===== src/rtl/meter_time_keeper.sv =====
// Parking-meter session timekeeper: holds the paid seconds count, decrements it
// once per second, and tracks EMPTY/RUNNING/EXPIRED plus a display blink phase.
module meter_time_keeper #(
    parameter int TICK_DIV   = 100000000,
    parameter int LOW_THRESH = 180,
    parameter int MAX_SEC    = 4095
) (
    input  logic        clk,
    input  logic        rst,
    input  logic [3:0]  add_pulse,
    input  logic        clr_pulse,
    output logic [11:0] sec_count,
    output logic [1:0]  state,
    output logic        low_time,
    output logic        blink,
    output logic        tick
);

    localparam int          PW      = (TICK_DIV > 1) ? $clog2(TICK_DIV) : 1;
    localparam logic [PW-1:0] PRESC_TOP = PW'(TICK_DIV - 1);
    localparam logic [11:0] LOW_C   = 12'(LOW_THRESH);
    localparam logic [12:0] MAX_C   = 13'(MAX_SEC);

    typedef enum logic [1:0] {
        ST_EMPTY   = 2'b00,
        ST_RUNNING = 2'b01,
        ST_EXPIRED = 2'b10,
        ST_ILLEGAL = 2'b11
    } state_t;

    logic [PW-1:0] presc_q, presc_d;
    logic          tick_q, tick_d;
    logic [11:0]   sec_count_q, sec_count_d;
    state_t        state_q, state_d;
    logic          blink_q, blink_d;

    logic [12:0]   add_val;
    logic          dec;
    logic [12:0]   sum;
    logic          low_time_c;

    // tick_q is high exactly while presc_q sits at its terminal value
    always_comb begin
        presc_d = (presc_q == PRESC_TOP) ? '0 : presc_q + 1'b1;
        tick_d  = (presc_d == PRESC_TOP);
    end

    always_comb begin
        add_val = 13'd0;
        if (add_pulse[0])      add_val = 13'd60;
        else if (add_pulse[1]) add_val = 13'd120;
        else if (add_pulse[2]) add_val = 13'd180;
        else if (add_pulse[3]) add_val = 13'd300;
    end

    assign low_time_c = (state_q == ST_RUNNING) && (sec_count_q <= LOW_C);

    always_comb begin
        dec         = tick_q && (sec_count_q != 12'd0);
        sum         = {1'b0, sec_count_q} + add_val - {12'd0, dec};
        sec_count_d = (sum > MAX_C) ? MAX_C[11:0] : sum[11:0];
        if (clr_pulse) begin
            sec_count_d = 12'd0;
        end
    end

    always_comb begin
        state_d = state_q;
        if (clr_pulse) begin
            state_d = ST_EMPTY;
        end else begin
            case (state_q)
                ST_EMPTY: begin
                    if ((add_val != 13'd0) && (sec_count_d != 12'd0)) state_d = ST_RUNNING;
                end
                ST_RUNNING: begin
                    if (dec && (sec_count_d == 12'd0)) state_d = ST_EXPIRED;
                end
                ST_EXPIRED: begin
                    if ((add_val != 13'd0) && (sec_count_d != 12'd0)) state_d = ST_RUNNING;
                end
                default: state_d = ST_EMPTY;
            endcase
        end
    end

    // Blink is forced low where the display should be steady, otherwise it
    // toggles on ticks seen while the session is expired or running low.
    always_comb begin
        blink_d = blink_q;
        if ((state_d == ST_EMPTY) || ((state_d == ST_RUNNING) && (sec_count_d > LOW_C))) begin
            blink_d = 1'b0;
        end else if (tick_q && ((state_q == ST_EXPIRED) || low_time_c)) begin
            blink_d = ~blink_q;
        end
    end

    always_ff @(posedge clk) begin
        if (rst) begin
            presc_q     <= '0;
            tick_q      <= 1'b0;
            sec_count_q <= 12'd0;
            state_q     <= ST_EMPTY;
            blink_q     <= 1'b0;
        end else begin
            presc_q     <= presc_d;
            tick_q      <= tick_d;
            sec_count_q <= sec_count_d;
            state_q     <= state_d;
            blink_q     <= blink_d;
        end
    end

    assign sec_count = sec_count_q;
    assign state     = state_q;
    assign low_time  = low_time_c;
    assign blink     = blink_q;
    assign tick      = tick_q;

endmodule


===== config.mk =====
export PLATFORM = sky130hd
export DESIGN_NAME = meter_time_keeper
export DESIGN_NICKNAME = d
export VERILOG_FILES = /design/src/rtl/meter_time_keeper.sv
export SDC_FILE = /design/constraint.sdc
export NUM_CORES = 1
export LEC_CHECK = 0
export CAP_MARGIN = 20
export CORE_AREA = 2 2 72 88
export DETAILED_ROUTE_END_ITERATION = 6
export DIE_AREA = 0 0 74 90
export PLACE_DENSITY = 0.77
export SLEW_MARGIN = 30
export SYNTH_ARGS = -nofsm -noshare
export SYNTH_HDL_FRONTEND = slang
export SYNTH_SLANG_ARGS = --single-unit

===== constraint.sdc =====
create_clock -name clk -period 3.75 [get_ports clk]
set_clock_uncertainty 0.15 [all_clocks]
set_input_delay 0.75 -clock clk [delete_from_list [all_inputs] [get_ports clk]]
set_output_delay 0.75 -clock clk [all_outputs]
set_load 0.1 [all_outputs]

[Yosys cells after proc, flatten, opt, wreduce, memory -nomap -nowiden]
Cells that the tools add are included.
Storage, ports and cells
  bits in registers: 43
  output and inout bits: 17
  word-level logic and storage cells: 44
Cells by class
  $add $sub $neg: 3
  $lt $le $gt $ge: 3
  eq/ne operators: 5
  mux-type cells: 11
  bitwise operators: 1
  reduce and logical (&&, ||, !) cells: 16
Operators by type and width (number)
  27-bit equality test, second input constant: 2
  9-bit 2-to-1 mux: 4
  27-bit by 1-bit adder with 27-bit output, second input constant: 1
  27-bit 2-to-1 mux: 1
  12-bit 2-to-1 mux: 2
  12-bit nonzero test: 2
  12-bit by 13-bit adder with 13-bit output: 1
  13-bit by 12-bit greater-than comparator with 1-bit output, second input constant: 1
  13-bit nonzero test: 1
  13-bit by 1-bit subtractor with 13-bit output: 1
  12-bit by 8-bit greater-than comparator with 1-bit output, second input constant: 1
  12-bit by 8-bit <= comparator with 1-bit output, second input constant: 1
  12-bit logical NOT: 1
  1-bit logical AND: 6
  2-bit 2-to-1 mux: 3
  2-bit by 1-bit equality test with 1-bit output, second input constant: 2
  2-bit logical NOT: 2
  2-bit case mux with 2 select lines: 1
  2-bit OR reduction: 2
  2-bit equality test, second input constant: 1
  1-bit logical OR: 2
  1-bit inverter: 1

[Logic depth before layout (Yosys ltp)]
  word-level depth: 18
  gate-level depth with buffers: 14
  depth with buffers taken out: 14

[Worst setup path after synthesis]
Ideal clock, no wire load.
  kind: reg-to-reg
  from: register sec_count_q[11], in the netlist sec_count[11]
  to: register state_q[0], in the netlist state[0]
  arrival time: 4.160 ns
  data required time: 3.436 ns
  slack: -0.724 ns
  stages on the path, launching flop included: 15
  path through: dfxtp_1 inv_1 ha_1 a41oi_1 ha_1 inv_1 ha_1 fa_1 a21o_2 a31oi_1 o311ai_0 a2111oi_0 or4b_4 o21ai_2 o32ai_1
On the way
  word-level cells in the longest chain between the ends: 11
  elaborated cells between the ends (all ways): 15
Ends and longest elaborated chain
  from (decl): line 33  | logic [11:0] sec_count_q, sec_count_d;
  from (signal assigned): line 108  | sec_count_q <= sec_count_d;
  parallel branches: the longest is 9 deep, another holds 12-bit by 13-bit adder with 13-bit output
  2-bit case mux with 2 select lines *: line 72  | case (state_q)
  2-bit 2-to-1 mux *: line 69  | if (clr_pulse) begin
  to (signal assigned): line 109  | state_q <= state_d;
  to (decl): line 34  | state_t state_q, state_d;
Every way passes the cells marked *.
A chain may end at the register's enable or synchronous reset.

[Worst setup path after layout]
  from: register sec_count_q[10], in the netlist sec_count[10]
  to: register state_q[1], in the netlist state[1]
Same word-level chain as after synthesis.

==> results_dict.tcl <==
set metrics [dict create \
    grt_max_degree 25 \
    p_per_area_nw_per_um2 947 \
    dpl.hpwl_mm 5.74 \
    overflow 0 \
    async_flop_share_pct 0 \
    cp-end-kind "flip-flop" \
    ioPinCount 24 \
    wl_per_cell_um 13.7 \
    cts_made_buffers 5 \
    placedCellCount 528 \
    grt_antenna_before_repair 0 \
    nNetsFinal 483 \
    yosysTopAreaCell "dfxtp_1" \
    netlist_area_um2 3000 \
    drt-initial-drc-count 102 \
    arrival_ps 3630 \
    finalHoldViolCount 0 \
    grt_pass1_vias 2833 \
    slew_headroom_pct 34.1 \
    synth-seq-area-share_pct 28.7 \
    fmax_ghz 0.283 \
    dieHeight_um 90 \
    worstSetupPathType "reg2reg" \
    worst_pin_slew_ps 986 \
    core.rowCount 31 \
    synth.avg_cell_area_um2 7.74 \
    vias 2946 \
    ys_types 62 \
    startpoint_type "flip-flop" \
    die_area_um2 6660 \
    numPortBuffers 23 \
    grt_pass1_wl_mm 12.1 \
    synth_cells 388 \
    drive_gt1_share_pct 23.3 \
    rsz0062_at_grt "false" \
    setup_ws_ps 213 \
    slowest_delay_ps 510 \
    initial_core_util_pct 51.2 \
    ys_top_cells_by_area "dfxtp_1, ha_1, nor2_1, xor2_1, inv_1" \
    cts-root-buf "clkbuf_8" \
    critical_path.cell_chain "inv_1 -> ha_1 -> a41oi_2 -> ha_1 -> inv_1 -> ha_1 -> fa_2 -> a21o_2 -> a31oi_1 -> o311ai_1 -> a2111oi_4 -> or4b_4 -> o21ai_2 -> a32o_1" \
    n_antenna_cell 0 \
    viasPerCell 5.49 \
    hold_path.class "reg2reg" \
    area_delta_synth_final_pct 27.3 \
    period_share_pct 94.3 \
    drt_wl_total_mm 7.38 \
    ir_drop_mv 0.420 \
    synth_nets 417 \
    critical_path.top_delay_family "compound AO/OA/AOI/OAI gates" \
    synth_top_area_share_pct 28.7 \
    status "completed" \
    cap_viol_max_count 0 \
    cts_max_level 2 \
    cts_tree "done" \
    wl_met1_mm 2.93 \
    cpMaxStageDelayCell "or4b_4" \
    track_usage_pct 22.6 \
    routed-wl-met2_mm 3.98 \
    final_cells 537 \
    place_congestion 0.868 \
    dr.max_layer_used "met4" \
    critical_path.max_fanout 3 \
    p_total_mw 3.62 \
    ys_seq_elements 43 \
    drc 0 \
    p_leak_nw 1.50 \
    synth-edff-count 0 \
    ys_top_cells_by_count "nor2_1, dfxtp_1, inv_1, nand2_1, nand3_1" \
    clk_latency_ps 300 \
    path_buf_inv 2 \
    dr_wl_met3_um 221 \
    r2r-start "sec_count[10]$_SDFF_PP0_" \
    slew_viol_final 0 \
    setup_viol 0 \
    critPathRequiredTime_ps 3840 \
    placeableCoreArea_um2 5860 \
    synth-main-ff-cell "dfxtp_1" \
    postRouteAntennaNets 0 \
    clockBufferDepth 2 \
    dieWidth_um 74 \
    clk_pin_slew_ps 70 \
    crit_path_frequent_cell "ha_1" \
    min_period_ps 3540 \
    dr.pass1.iters 4 \
    yosysWarnings 0 \
    cp-startpoint "sec_count[10]$_SDFF_PP0_" \
    dpl_worst_slack_ps -631 \
    cts_hold_buffers 0 \
    hold_start "presc_q[0]$_SDFF_PP0_" \
    clkSinkCount 43 \
    synth_most_common_cell "nor2_1" \
]
-- area by class of cell --
class / count / area, um^2
clock buffers: 6 / 72.6
clock inverters: 2 / 12.5
fillers: 499 / 2040
inverters: 37 / 139
multi-input cells: 298 / 2040
flip-flops and latches: 43 / 900
well taps: 82 / 103
repair buffers: 69 / 553
-- stage by stage --
stage | hold slack, ps | util [%] | TNS, ps | cell area [um^2]
2_1_floorplan | 303 | - | 0 | 3050
3_3_place_gp | 339 | 62.6 | -4440 | 3670
3_5_place_dp | 343 | 62.6 | -5790 | 3670
4_1_cts | 361 | 64.8 | 0 | 3790
5_1_grt | 381 | 65.2 | 0 | 3820
6_report | 364 | 65.2 | 0 | 3820
-- report_power, final --
group	internal (mW)	total [mW]	switching [mW]
sequential	0.544	0.621	0.0772
combinational	1.15	2.71	1.56
clock	0.130	0.284	0.154
-- cell families after synthesis --
| kind of cell | share of synthesized area [%] |
|---|---|
| compound gates | 16.2 |
| simple gates | 30.1 |
| fa+ha+maj | 9.42 |
| mux | 0.667 |
| buf+inv | 6.46 |
| flops | 28.7 |
| xor+xnor | 8.46 |
-- layer usage --
metal / up-vias / track usage [%]
met5: - / 0
met4: 0 / 10.6
met3: 18 / 3.92
met2: 69 / 40.8
met1: 1366 / 24.5
li1: 1493 / -
-- cells in the final DEF (no fill, tap or decap), types with 3 or more instances in the layout --
| cell type | count |
|---|---|
| and2_1 | 4 |
| o2111ai_1 | 4 |
| clkbuf_8 | 5 |
| dfxtp_4 | 9 |
| a21o_1 | 3 |
| nand4_1 | 6 |
| nand2_1 | 24 |
| clkbuf_2 | 4 |
| nor4_1 | 5 |
| o21ai_0 | 10 |
| xnor2_1 | 11 |
| buf_4 | 47 |
| nand2b_1 | 5 |
| nand3_1 | 24 |
| xor2_1 | 18 |
| dfxtp_2 | 4 |
| a21oi_1 | 18 |
| ha_1 | 20 |
| dfxtp_1 | 30 |
| inv_1 | 37 |
| or3_1 | 4 |
| a211oi_1 | 4 |
| nor2b_1 | 7 |
| nor3_1 | 17 |
| a21oi_2 | 4 |
| nor2_1 | 49 |
| nor4_2 | 4 |
| clkdlybuf4s50_1 | 18 |
| or2_2 | 4 |
-- state kept, by name (all words and copies together) (netlist names) --
register	count
sec_count	12
blink	1
tick	1
state	2
presc_q	27
-- path summary, 6_finish.rpt --
path	slack (ps)	end	cells after the start
worst max-delay path	210	state[1]$_SDFF_PP0_	14
worst min-delay path	360	presc_q[0]$_SDFF_PP0_	1
worst max register to register	210	state[1]$_SDFF_PP0_	14
worst min register to register	360	presc_q[0]$_SDFF_PP0_	1
-- what timing repair did --
action                                 in CTS  in global routing
pin swaps                                   3                  3
resized for setup                          14                 18
endpoints found under the hold margin       0                  0
setup endpoints to repair                  10                  4
buffers inserted                            0                  1
No activity file was read; power rests on OpenSTA's default activity.
